==> config.mk <==
export PLATFORM = sky130hd
export DESIGN_NAME = multiword_addsub_ctrl
export DESIGN_NICKNAME = d
export VERILOG_FILES = /design/src/rtl/multiword_addsub_ctrl.sv
export SDC_FILE = /design/constraint.sdc
export NUM_CORES = 1
export LEC_CHECK = 0
export ABC_CLOCK_PERIOD_IN_PS = 2450
export BUFFER_PORTS_ARGS = -buffer_cell sky130_fd_sc_hd__buf_2
export CAP_MARGIN = 20
export CORE_ASPECT_RATIO = 0.75
export CORE_MARGIN = 3
export CORE_UTILIZATION = 40
export DETAILED_ROUTE_END_ITERATION = 6
export PLACE_DENSITY = 0.69
export SLEW_MARGIN = 20
export SYNTH_ARGS = -nofsm -noshare
export SYNTH_HDL_FRONTEND = slang
export SYNTH_SLANG_ARGS = --single-unit
==> constraint.sdc <==
create_clock -name CLK -period 2.45 [get_ports CLK]
set_input_delay 0 -clock CLK [delete_from_list [all_inputs] [get_ports CLK]]
set_output_delay 0 -clock CLK [all_outputs]
set_load 0.02 [all_outputs]
==> src/rtl/multiword_addsub_ctrl.sv <==
// Sequences a WORDS-byte add/subtract over the register file, one byte per cycle,
// LSB first, chaining the inter-byte carry through the external OVERFLOW flag register.
module multiword_addsub_ctrl #(
  parameter int W     = 8,
  parameter int AW    = 4,
  parameter int WORDS = 2
) (
  input  logic          CLK,
  input  logic          init,
  input  logic          start,
  input  logic          sub,
  input  logic [AW-1:0] a_base,
  input  logic [AW-1:0] b_base,
  input  logic [AW-1:0] d_base,
  output logic [AW-1:0] rf_raddr_a,
  output logic [AW-1:0] rf_raddr_b,
  input  logic [W-1:0]  rf_rdata_a,
  input  logic [W-1:0]  rf_rdata_b,
  output logic          rf_we,
  output logic [AW-1:0] rf_waddr,
  output logic [W-1:0]  rf_wdata,
  output logic          overflow_write,
  output logic          OVERFLOW_IN,
  input  logic          OVERFLOW_OUT,
  output logic          busy,
  output logic          done,
  output logic          carry_out
);

  localparam int IW = (WORDS > 1) ? $clog2(WORDS) : 1;
  localparam logic [IW-1:0] LAST_IDX = IW'(WORDS - 1);

  typedef enum logic [1:0] {S_IDLE, S_ADD, S_DONE} state_t;

  state_t        state_q, state_d;
  logic [IW-1:0] idx_q, idx_d;
  logic          sub_q, sub_d;
  logic [AW-1:0] a_base_q, a_base_d;
  logic [AW-1:0] b_base_q, b_base_d;
  logic [AW-1:0] d_base_q, d_base_d;
  logic          carry_out_q, carry_out_d;

  logic [W-1:0]  bop;
  logic          cin;
  logic [W:0]    sum;

  // Byte 0 takes the operation's own carry-in (1 for subtract); later bytes chain via the flag.
  always_comb begin
    bop = sub_q ? ~rf_rdata_b : rf_rdata_b;
    cin = (idx_q == '0) ? sub_q : OVERFLOW_OUT;
    sum = {1'b0, rf_rdata_a} + {1'b0, bop} + {{W{1'b0}}, cin};
  end

  // NOTE: every output gets a default first, so no path through the block can infer a latch.
  always_comb begin
    rf_raddr_a     = '0;
    rf_raddr_b     = '0;
    rf_waddr       = '0;
    rf_we          = 1'b0;
    rf_wdata       = '0;
    overflow_write = 1'b0;
    OVERFLOW_IN    = 1'b0;
    if (state_q == S_ADD) begin
      rf_raddr_a     = a_base_q + AW'(idx_q);
      rf_raddr_b     = b_base_q + AW'(idx_q);
      rf_waddr       = d_base_q + AW'(idx_q);
      rf_we          = 1'b1;
      rf_wdata       = sum[W-1:0];
      overflow_write = 1'b1;
      OVERFLOW_IN    = sum[W];
    end
  end

  assign busy      = (state_q != S_IDLE);
  assign done      = (state_q == S_DONE);
  assign carry_out = carry_out_q;

  always_comb begin
    state_d     = state_q;
    idx_d       = idx_q;
    sub_d       = sub_q;
    a_base_d    = a_base_q;
    b_base_d    = b_base_q;
    d_base_d    = d_base_q;
    carry_out_d = carry_out_q;
    case (state_q)
      S_IDLE: begin
        if (start) begin
          state_d  = S_ADD;
          idx_d    = '0;
          sub_d    = sub;
          a_base_d = a_base;
          b_base_d = b_base;
          d_base_d = d_base;
        end
      end
      S_ADD: begin
        if (idx_q == LAST_IDX) begin
          state_d     = S_DONE;
          // Same value the flag register presents during DONE.
          carry_out_d = sum[W];
        end else begin
          idx_d = idx_q + IW'(1);
        end
      end
      S_DONE:  state_d = S_IDLE;
      default: state_d = S_IDLE;
    endcase
  end

  // NOTE: sequential state uses non-blocking assignments so all flops update together at the edge.
  always_ff @(posedge CLK or negedge init) begin
    if (!init) begin
      state_q     <= S_IDLE;
      idx_q       <= '0;
      sub_q       <= 1'b0;
      a_base_q    <= '0;
      b_base_q    <= '0;
      d_base_q    <= '0;
      carry_out_q <= 1'b0;
    end else begin
      state_q     <= state_d;
      idx_q       <= idx_d;
      sub_q       <= sub_d;
      a_base_q    <= a_base_d;
      b_base_q    <= b_base_d;
      d_base_q    <= d_base_d;
      carry_out_q <= carry_out_d;
    end
  end

endmodule

* Yosys cells after proc, flatten, opt, wreduce, memory -nomap -nowiden
Index checks and enable logic that the tools add are counted.
Storage, ports and cells: flip-flop bits (word level) 17, input bits 33, output and inout port bits 26, logic and storage cells 39
Cells by class: add/subtract/negate cells 6, equal/unequal tests 4, mux-type cells 14, bitwise operators 1, reduce and logical (&&, ||, !) cells 7
Operators with widths (number):
- 8-bit two-way mux | 2
- 4-bit by 1-bit adder with 4-bit output | 3
- 4-bit two-way mux | 3
- 8-bit by 8-bit adder with 9-bit output | 1
- 9-bit by 1-bit adder with 9-bit output | 1
- 8-bit NOT | 1
- 2-bit AND reduction | 4
- 1-bit two-way mux | 5
- 2-bit two-way mux | 2
- 2-bit != test, second input constant | 2
- 2-bit case mux with 2 select lines | 1
- 2-bit nonzero test | 2
- 2-bit by 1-bit == test with 1-bit output, second input constant | 1
- 2-bit == test, second input constant | 1
- 2-bit zero test | 1
- 1-bit case mux with 2 select lines | 1
- 1-bit adder, second input constant | 1

* Depth between registers and ports, before layout
depth after elaboration 5, gate-level depth with buffers 9, depth with buffers taken out 8

* Worst setup path before layout
No wires, ideal clock.
path type reg2out, from register sub_q, to output port rf_wdata[6], arrival 2.386 ns, data required time 2.450 ns, slack 0.064 ns, stages on the path, launching flop included 10, buffers on the path 1, cells stage by stage dfrtp_1 -> buf_2 -> mux2_2 -> fa_1 -> inv_1 -> fa_1 -> nor2b_1 -> o31a_1 -> o21a_1 -> nor3_1
Between the ends: longest elaborated chain between the ends 4, elaborated cells on any way between the ends 5, those cells by class add/sub: 2; mux: 3
RTL lines:
- from (decl) | line 37 | logic sub_q, sub_d;
- from (signal assigned) | line 124 | sub_q <= sub_d;
- 8-bit two-way mux | line 49 | bop = sub_q ? ~rf_rdata_b : rf_rdata_b;
- 8-bit by 8-bit adder with 9-bit output | line 51 | sum = {1'b0, rf_rdata_a} + {1'b0, bop} + {{W{1'b0}}, cin};
- 9-bit by 1-bit adder with 9-bit output (*) | line 51
- 8-bit two-way mux (*) | line 63 | if (state_q == S_ADD) begin
- to (decl) | line 21 | output logic [W-1:0] rf_wdata,
Mark *: on every way between the ends. The rest lies on a longest branch, timed or not.

* Final worst setup path
from register sub_q, to output port OVERFLOW_IN
Between the ends: longest elaborated chain between the ends 4, elaborated cells on any way between the ends 5, those cells by class add/sub: 2; mux: 3
RTL lines:
- 8-bit two-way mux | line 49
- 8-bit by 8-bit adder with 9-bit output | line 51
- 9-bit by 1-bit adder with 9-bit output (*) | line 51
- 1-bit two-way mux (*) | line 63
- to (decl) | line 23 | output logic OVERFLOW_IN,
Marked as above.

==> run metrics <==
Yosys warnings 0; Post-Route WL 3580 um; Final Skew 0.00325 ns; Seq pwr share 19.6%; Via Count 1284; Synth area leader dfrtp_1; Synth Flop Type dfrtp_1; Netlist cell types 38; startpoint types flip-flop; status finished with violations; full die area 4120 um2; Post-Syn Area per Cell 9.95 um2; Area contributors post-synth dfrtp_1 (31%), ha_1 (12%), mux2_1 (7.5%); Final Hold Vio Count 0; drt pass-1 iters 4; share of layout cells above drive strength 1 40.2%; Slew HR 70.6%; register area share after synthesis 31.5%; clock share of power 7.6%; pwr dens 1400 nW/um2; period utilization 100%; first-pass GRT wire length 5730 um; Post-synth EDFFs 0; drt first-iter violations 39; post-detail-place hpwl 2620 um; worst hold path type in -> reg; crit path max-delay cell type dfrtp_2; drt via density 5.10; chip height 56.4 um; initial antenna violation count 0; CTS Sinks 17; slowest stage delay, CP 0.43 ns; gpl congestion 0.856; Post-Syn Nets 184; H-tree depth 1; TritonCTS buffer count 3; Required @ worst endpoint 2.45 ns; cell count after synthesis 136; P&R area growth vs syn 43.2%; total grt overflow 0; CP arrival 2.45 ns; sw power 1.31 mW; Crit. End Element output port; top cell type's share of synthesized area 31.5%; initial core utilization 43.9%; DR DRC count 0; Total GRT Usage 17.7%; synthesized flop and latch total 17; cell-internal power 1.40 mW; largest net degree at the start of global routing 18; most used cell, CP fa_2; failing checks negative setup slack; IO buf count 58; vias in the first global route 1246; Post-DRT Antenna Nets 0; clk buf depth 2; Synth top cells by count dfrtp_1 (17), ha_1 (13), nor2_1 (12), xor2_1 (11), mux2_1 (9); Max Fclk 0.408 GHz; routed length per instance 14.2 um; Root Driver clkbuf_8; RSZ-0062 raised after global routing true; worst setup margin -0.00283 ns; top-count cell post-synth dfrtp_1; CP Max Fanout 4; Final TNS setup -0.00283 ns; crit-path cells mux2_2 > fa_2 > inv_2 > fa_2 > nor2b_2 > o31a_1 > o211ai_1 > a21oi_1 > buf_4; Pleak 0.982 nW; standard-cell row count 17; setup violators final 1; CP Class reg -> out; worst ir drop on vdd 715 uV; combinational share of power 72.8%; post-layout min period 2.45 ns; Worst-Margin Slew 0.441 ns; clk_lat worst skew 0.25 ns; CTS tree built; Die X 73.1 um; ANT cells 0; Ports 59; ys async rst share 100%; core box area 3080 um2; Finished Cell Area 1940 um2; final hold slack 0.0828 ns; PnR Total Power 2.71 mW; max-cap violation count 0; dpl ws 0.215 ns; Reg clk slew, reported paths 0.07 ns; Layout Nets 263; Sw Share 48.2%; Slew Viols, Final 0; Post-Syn Area 1350 um2; DP Area 1680 um2
cells by family after synthesis:
kind of cell / Yosys count / synth area share (%)
multiplexers: 15 / 12.4
adder cells (fa/ha/maj): 15 / 15.0
buffers and inverters: 12 / 4.16
XOR/XNOR: 14 / 9.07
AO/OA/AOI/OAI: 20 / 10.8
flip-flops: 17 / 31.5
AND/OR/NAND/NOR: 43 / 17.1
metal layers:
layer	vias to the layer above	track usage (%)	part of all wire, %
li1	630	-	-
met1	617	22.3	42
met2	31	29.9	52
met3	6	4.83	5.1
met4	0	3.42	1.1
met5	-	0	0
cell type report:
type | count | area (um2)
tap | 38 | 47.5
clock buffer | 4 | 45.0
multi-input combinational | 107 | 893
inverter | 6 | 22.5
sequential | 17 | 427
fill | 267 | 1150
timing repair buffer | 80 | 502
power groups by stage:
stage | Clock (mW) | Sequential, mW | Combinational, mW
2_1_floorplan | 0 | 0.517 | 1.35
3_3_place_gp | 0 | 0.522 | 1.78
3_5_place_dp | 0 | 0.536 | 1.83
4_1_cts | 0.216 | 0.528 | 1.92
5_1_grt | 0.227 | 0.555 | 2.17
6_report | 0.207 | 0.531 | 1.97
timing repair:
item / 4_1_cts / 5_1_grt
gates resized for setup: 2 / 10
setup endpoints to repair: 4 / 6
setup buffers: 5 / 0
hold endpoints to repair: 30 / 0
pin swaps: 2 / 5
hold buffers: 14 / 0
cloned: 0 / 0
per-stage QoR:
stage	utilization, %	instances
after floorplan	-	136
after global placement	54.4	229
after detailed placement	54.4	229
after CTS	61.8	252
after global routing	62.8	252
final	62.8	252
worst paths after layout:
check                                        startpoint                      end  slack (ns)  depth (start not counted)
worst max register to register        sub_q$_DFFE_PN0P_    carry_out$_DFFE_PN0P_        0.04                         11
worst min register to register  a_base_q[0]$_DFFE_PN0P_  a_base_q[0]$_DFFE_PN0P_        0.50                          1
min in group asynchronous                          init  d_base_q[1]$_DFFE_PN0P_        0.19                          2
max in group asynchronous                          init        sub_q$_DFFE_PN0P_        1.95                          2
worst min-delay path                              start   state_q[0]$_DFFE_PN0P_        0.08                          3
worst max-delay path                  sub_q$_DFFE_PN0P_              OVERFLOW_IN      -0.003                          9
layout by cell type (no fill, tap or decap), types with 2 or more instances in the layout:
master | netlist | layout
buf_2 | 3 | 55
dfrtp_1 | 17 | 16
dlygate4sd3_1 | 0 | 14
ha_1 | 13 | 13
nor2_1 | 12 | 11
xor2_1 | 11 | 10
buf_4 | 2 | 10
mux2_1 | 9 | 9
and2_1 | 7 | 7
nor3_1 | 7 | 7
inv_1 | 6 | 5
mux2_2 | 5 | 5
nand2b_1 | 3 | 3
xnor2_1 | 3 | 3
o21a_1 | 3 | 3
o21ai_0 | 3 | 3
nand3_1 | 4 | 3
clkbuf_8 | 0 | 3
nor3b_1 | 2 | 2
a31oi_1 | 2 | 2
nor2b_1 | 3 | 2
a21oi_1 | 2 | 2
fa_2 | 0 | 2
worst max-delay path: cells and delay by family, from the launching register on:
| family | cells | cell delay [ns] |
|---|---|---|
| buffers and inverters | 2 | 0.25 |
| adder cells (fa/ha/maj) | 2 | 0.57 |
| multiplexers | 1 | 0.28 |
| flip-flops | 1 | 0.43 |
| AO/OA/AOI/OAI | 3 | 0.62 |
| AND/OR/NAND/NOR | 1 | 0.06 |
flip-flops by register name, summed over array words and instances (netlist names):
register,count
a_base_q,4
d_base_q,4
carry_out,1
idx_q,1
b_base_q,4
sub_q,1
state_q,2
Note: power is estimated with default switching activity, not from simulation.
